==> src/rtl/vending_machine_gen.sv <==
// Multi-item vending controller: coin credit, one-hot item select, greedy change return.
// Define VM_STOCK_EN to build per-item stock counters (sold_out, restock); otherwise stock is infinite.
module vending_machine_gen #(
  parameter int                         NUM_ITEMS  = 4,
  parameter int                         CREDIT_W   = 7,
  parameter int                         MAX_CREDIT = 100,
  parameter int                         PRICE_W    = 7,
  parameter logic [NUM_ITEMS*PRICE_W-1:0] PRICES   = {7'd75, 7'd60, 7'd30, 7'd20},
  parameter int                         STOCK_W    = 4,
  parameter int                         INIT_STOCK = 5
) (
  input  logic                 clk,
  input  logic                 rst,
  input  logic                 insert_coin_5,
  input  logic                 insert_coin_10,
  input  logic                 insert_coin_50,
  input  logic                 cancel,
  input  logic [NUM_ITEMS-1:0] select,
  input  logic                 restock,
  output logic [CREDIT_W-1:0]  credit,
  output logic [NUM_ITEMS-1:0] avail,
  output logic [NUM_ITEMS-1:0] sold_out,
  output logic                 dispense,
  output logic [2:0]           dispense_item,
  output logic                 change_5,
  output logic                 change_10,
  output logic                 change_50,
  output logic                 coin_reject,
  output logic [1:0]           state
);

  // Arithmetic width with headroom for credit plus a full 65-unit coin sum.
  localparam int EW = CREDIT_W + 8;

  typedef enum logic [1:0] {
    S_IDLE     = 2'd0,
    S_COLLECT  = 2'd1,
    S_DISPENSE = 2'd2,
    S_CHANGE   = 2'd3
  } state_t;

  state_t               state_q, state_nxt;
  logic [EW-1:0]        credit_x, coin_sum, sel_price;
  logic [2:0]           sel_idx, item_nxt;
  logic                 sel_valid, any_coin;
  logic [CREDIT_W-1:0]  credit_nxt;
  logic [NUM_ITEMS-1:0] stock_dec, sold_out_nxt, avail_nxt;
  logic                 disp_nxt, c5_nxt, c10_nxt, c50_nxt, rej_nxt;

  function automatic logic [EW-1:0] price_of(input int i);
    return EW'(PRICES[i*PRICE_W +: PRICE_W]);
  endfunction

  assign credit_x = EW'(credit);
  assign any_coin = insert_coin_5 | insert_coin_10 | insert_coin_50;
  assign state    = state_q;

  always_comb begin
    coin_sum = '0;
    if (insert_coin_5)  coin_sum = coin_sum + EW'(5);
    if (insert_coin_10) coin_sum = coin_sum + EW'(10);
    if (insert_coin_50) coin_sum = coin_sum + EW'(50);
  end

  always_comb begin
    sel_idx   = '0;
    sel_price = '0;
    for (int i = 0; i < NUM_ITEMS; i++) begin
      if (select[i]) begin
        sel_idx   = 3'(i);
        sel_price = price_of(i);
      end
    end
  end

  // avail is registered from the current credit, so it is the pre-update view.
  assign sel_valid = $onehot(select) && |(select & avail);

  always_comb begin
    state_nxt  = state_q;
    credit_nxt = credit;
    disp_nxt   = 1'b0;
    item_nxt   = '0;
    c5_nxt     = 1'b0;
    c10_nxt    = 1'b0;
    c50_nxt    = 1'b0;
    rej_nxt    = 1'b0;
    stock_dec  = '0;
    case (state_q)
      S_IDLE, S_COLLECT: begin
        if (cancel) begin
          rej_nxt = any_coin;
          if (state_q == S_COLLECT) state_nxt = S_CHANGE;
        end else if (sel_valid) begin
          rej_nxt    = any_coin;
          state_nxt  = S_DISPENSE;
          disp_nxt   = 1'b1;
          item_nxt   = sel_idx;
          credit_nxt = CREDIT_W'(credit_x - sel_price);
          stock_dec  = select;
        end else if (any_coin) begin
          if (credit_x + coin_sum > EW'(MAX_CREDIT)) begin
            rej_nxt = 1'b1;
          end else begin
            credit_nxt = CREDIT_W'(credit_x + coin_sum);
            state_nxt  = S_COLLECT;
          end
        end
      end
      S_DISPENSE: begin
        rej_nxt   = any_coin;
        state_nxt = (credit != '0) ? S_CHANGE : S_IDLE;
      end
      default: begin
        rej_nxt = any_coin;
        if (credit_x >= EW'(50)) begin
          c50_nxt    = 1'b1;
          credit_nxt = CREDIT_W'(credit_x - EW'(50));
        end else if (credit_x >= EW'(10)) begin
          c10_nxt    = 1'b1;
          credit_nxt = CREDIT_W'(credit_x - EW'(10));
        end else if (credit_x >= EW'(5)) begin
          c5_nxt     = 1'b1;
          credit_nxt = CREDIT_W'(credit_x - EW'(5));
        end else begin
          credit_nxt = '0;
          state_nxt  = S_IDLE;
        end
      end
    endcase
  end

`ifdef VM_STOCK_EN
  logic [STOCK_W-1:0] stock_q   [NUM_ITEMS];
  logic [STOCK_W-1:0] stock_nxt [NUM_ITEMS];

  // Restock overrides a same-cycle purchase decrement.
  always_comb begin
    for (int i = 0; i < NUM_ITEMS; i++) begin
      stock_nxt[i] = stock_q[i];
      if (restock)
        stock_nxt[i] = STOCK_W'(INIT_STOCK);
      else if (stock_dec[i] && stock_q[i] != '0)
        stock_nxt[i] = stock_q[i] - STOCK_W'(1);
      sold_out_nxt[i] = (stock_nxt[i] == '0);
    end
  end

  always_ff @(posedge clk or posedge rst) begin
    if (rst) begin
      for (int i = 0; i < NUM_ITEMS; i++) stock_q[i] <= STOCK_W'(INIT_STOCK);
    end else begin
      for (int i = 0; i < NUM_ITEMS; i++) stock_q[i] <= stock_nxt[i];
    end
  end
`else
  logic unused_stock_cfg;
  assign unused_stock_cfg = ^{restock, stock_dec, STOCK_W[0], INIT_STOCK[0]};
  assign sold_out_nxt     = '0;
`endif

  always_comb begin
    avail_nxt = '0;
    for (int i = 0; i < NUM_ITEMS; i++)
      avail_nxt[i] = (EW'(credit_nxt) >= price_of(i)) && !sold_out_nxt[i];
  end

  always_ff @(posedge clk or posedge rst) begin
    if (rst) begin
      state_q       <= S_IDLE;
      credit        <= '0;
      avail         <= '0;
      sold_out      <= '0;
      dispense      <= 1'b0;
      dispense_item <= '0;
      change_5      <= 1'b0;
      change_10     <= 1'b0;
      change_50     <= 1'b0;
      coin_reject   <= 1'b0;
    end else begin
      state_q       <= state_nxt;
      credit        <= credit_nxt;
      avail         <= avail_nxt;
      sold_out      <= sold_out_nxt;
      dispense      <= disp_nxt;
      dispense_item <= item_nxt;
      change_5      <= c5_nxt;
      change_10     <= c10_nxt;
      change_50     <= c50_nxt;
      coin_reject   <= rej_nxt;
    end
  end

endmodule

==> config.mk <==
export PLATFORM = sky130hd
export DESIGN_NAME = vending_machine_gen
export DESIGN_NICKNAME = d
export VERILOG_FILES = /design/src/rtl/vending_machine_gen.sv
export SDC_FILE = /design/constraint.sdc
export NUM_CORES = 1
export LEC_CHECK = 0
export ABC_AREA = 1
export BUFFER_PORTS_ARGS = -buffer_cell sky130_fd_sc_hd__buf_2
export CAP_MARGIN = 20
export CORE_UTILIZATION = 55
export CTS_CLUSTER_DIAMETER = 50
export DETAILED_ROUTE_END_ITERATION = 6
export GPL_TIMING_DRIVEN = 0
export PLACE_DENSITY = 0.77
export SETUP_SLACK_MARGIN = 0.4
export SYNTH_ARGS = -nofsm -noshare
export SYNTH_HDL_FRONTEND = slang
export SYNTH_SLANG_ARGS = --single-unit
==> constraint.sdc <==
create_clock -name clk -period 6.7 [get_ports clk]
set_input_delay 0.335 -clock clk [delete_from_list [all_inputs] [get_ports clk]]
set_output_delay 0.335 -clock clk [all_outputs]
set_load 0.005 [all_outputs]
==> results.py <==
metrics = {
    "worst_setup_path": {
        "critPathBufInv": 6,
        "crit_fanout": 8,
        "cpPeakStageDelay_ns": 0.49,
        "path_cells": "buf_2, inv_1, fa_1, inv_1, ha_1, ha_1, nor3b_1, nand2_1, nor2_1, inv_1, o22ai_1, inv_1, nand2_1, nand2_1, nand2_1, inv_2, o21ai_1, nand2_1",
        "cp-end-kind": "flip-flop",
        "critPathSlowestCell": "fa_1",
        "cp-startpoint": "select[3]",
        "timing.rr.start": "credit[1]",
        "crit_family": "simple AND/OR/NAND/NOR gates",
        "start_kind": "input port",
        "path_common_cell": "nand2_1",
        "cp.arrival_ns": 3.32,
        "critPathKind": "input port to flip-flop",
        "worstPathRequired_ns": 6.85,
    },
    "die": {
        "die_h_um": 69.4,
        "start_util_pct": 57.4,
        "core-area_mm2": 0.00435,
        "io_pins": 36,
        "die_w_um": 69.4,
        "num_rows": 24,
        "fp.dieArea_mm2": 0.00482,
    },
    "grt": {
        "antenna_found_initial": 0,
        "grt_max_degree": 21,
        "grt_pass1_wl_um": 10300,
        "grt.overflow.total": 0,
        "grt.total_usage_pct": 26.5,
        "first_global_vias": 2204,
    },
    "pwr": {
        "vdd_drop_max_mv": 0.254,
        "internal_power_w": 0.000646,
        "power.switching_w": 0.000786,
        "power_frac_clock_pct": 8.6,
        "p_per_area_mw_per_mm2": 513,
        "leakage_nw": 1.51,
        "p_sw_share_pct": 54.9,
        "power_frac_seq_pct": 16.7,
        "combPwrFrac_pct": 74.7,
    },
    "timing": {
        "setup_viol": 0,
        "worst_pin_slew_ns": 0.755,
        "skew_ns": 0.0105,
        "relSlewSlack_pct": 49.6,
        "layout_worst_path_cycle_share_pct": 47.3,
        "final.min_clock_period_ns": 3.17,
        "rsz0062_at_grt": "no",
        "max_freq_ghz": 0.315,
        "slew_violations": 0,
        "fin_setup_tns_ns": 0,
        "fin_ws_ns": 3.53,
        "final-hold-violation-count": 0,
    },
    "clock_network": {
        "h-tree-depth": 1,
        "clock-sinks": 20,
        "ctsHoldBuffers": 0,
        "cts_buffers": 3,
        "cts_setup_buffers": 0,
        "clk_pin_slew_ns": 0.09,
        "cts_buffer_depth": 2,
        "cts_tree": "done",
        "root_buffer": "clkbuf_8",
        "worstSkewPairLatency_ns": 0.27,
        "ctsResizeCount": 0,
    },
    "synthesis": {
        "synth.avg_cell_area_um2": 6.97,
        "synth_flop_cell": "dfrtp_1",
        "synth_most_common_cell": "nand2_1",
        "yosys_warnings": 0,
        "netlist_top_cells_count": "nand2_1, inv_1, ha_1, nand3_1",
        "synth_cell_type_count": 45,
        "synth_area_leaders": "dfrtp_1, nand2_1, ha_1, inv_1, nand3_1",
        "ys_seq_area_share_pct": 20.0,
        "syn-cell-area_mm2": 0.00250,
        "async_flop_share_pct": 100,
        "postSynthCellCount": 359,
        "synth_edf_count": 0,
        "ys_ff_latch": 20,
        "synth.top_cell.area_share_pct": 20.0,
        "yosysTopAreaCell": "dfrtp_1",
    },
    "finish": {
        "area.growth.synth_to_final_pct": 11.7,
        "antenna_cells": 0,
        "drive_above_1_share_pct": 20.5,
        "nFillCells": 395,
        "layout.nets": 435,
    },
    "place": {
        "dp_slack_ns": 3.32,
        "dp_hpwl_um": 4850,
        "place.gp.congestion": 0.916,
        "port_buffers": 28,
    },
    "run_status": {
        "status": "finished, final reports clean",
    },
    "route": {
        "viasPerCell": 5.39,
        "drtIter0Drc": 139,
        "num_vias": 2408,
        "wl_per_cell_um": 13.8,
        "antenna_left": 0,
        "drt-total-wl_um": 6150,
        "drcViolationCount": 0,
        "drt-pass1-iter-count": 4,
    },
    "job": {
        "cap_violations": 0,
    },
    "worst_hold_path": {
        "hold_class": "input port to async pin",
    },
}
cells in the final DEF (no fill, tap or decap), types with 4 or more instances in the layout:
cell type  count
nand2_1       92
inv_1         43
buf_2         30
ha_1          25
nand3_1       24
nor2_1        20
dfrtp_1       20
a21oi_1       13
nand4_1       12
o21ai_0       11
xor2_1        10
inv_2         10
buf_4          6
nand2_2        5
nor2_4         5
xnor2_1        5
o211ai_1       5
conb_1         5
nand3_2        4
o22ai_1        4
o21ai_1        4
state kept, by name, summed over array words and instances (netlist names):
signal / count
dispense_item: 2
dispense: 1
coin_reject: 1
change_10: 1
avail: 4
state: 2
change_50: 1
credit: 7
change_5: 1
final timing paths:
check                           slack, ns  cells after the start                to
max in group asynchronous            6.03                      2          avail[3]
worst min register to register       0.62                      2          state[0]
worst max-delay path                 3.53                     18          avail[0]
worst min-delay path                 0.19                      2          avail[2]
min in group clk                     0.36                      2  dispense_item[1]
worst max register to register       3.66                     14          avail[0]
routing by layer:
layer  routed length (µm)  part of all wire [%]  track usage [%]  vias up
met5                    0                     0                0        -
met4                   58                  0.94             4.54        0
met3                  253                   4.1             3.78        8
met2                 2880                    47             43.8       55
met1                 2970                    48             37.2     1103
li1                     -                     -                -     1242
worst register-to-register path, delay by kind of cell, from the launching register on:
family | cells | cell delay [ns]
and+or+nand+nor | 9 | 0.85
DFF | 1 | 0.69
AOI/OAI and AO/OA | 2 | 0.49
adders and majority gates | 1 | 0.53
buffers and inverters | 2 | 0.38
final cells by class:
type                    count  area (µm²)  share of cell area [%]
plain buffers              11        81.3                    2.91
clock buffers               3        41.3                    1.48
clock inverters             1        30.0                    1.08
inverters                  56         220                    7.89
multi-input cells         276        1710                    61.4
flip-flops and latches     20         500                    17.9
well taps                  52        65.1                    2.33
repair buffers             28         140                    5.02
logic make-up (layout without fill, tap and decap cells):
| logic type | Yosys count | count (layout) | share of synthesized area, % |
|---|---|---|---|
| AOI/OAI and AO/OA | 48 | 48 | 11.6 |
| buffers and inverters | 67 | 99 | 12.1 |
| xor gates and xnor gates | 15 | 15 | 5.25 |
| other | 1 | 5 | 0.150 |
| adders and majority gates | 28 | 28 | 14.9 |
| DFF | 20 | 20 | 20.0 |
| and+or+nand+nor | 180 | 180 | 36.1 |
through the flow:
stage	util, %	instance area, µm²	hold WS (ns)	total power (W)	cells
after floorplan	-	2520	0.299	0.00104	363
after global placement	62.5	2720	0.491	0.00128	443
after detailed placement	62.5	2720	0.511	0.00129	443
after CTS	64.1	2790	0.219	0.00142	447
after global routing	64.1	2790	0.264	0.00157	447
final	64.1	2790	0.189	0.00143	447
power by group through the flow:
stage	Sequential (W)	Combinational (W)	Clock [W]
floorplan	0.000225	0.000817	0
global placement	0.000239	0.00104	0
detailed placement	0.000242	0.00105	0
CTS	0.000240	0.00106	0.000125
global route	0.000247	0.00120	0.000129
finish	0.000239	0.00107	0.000123
Note: power is estimated with default switching activity, not from simulation.
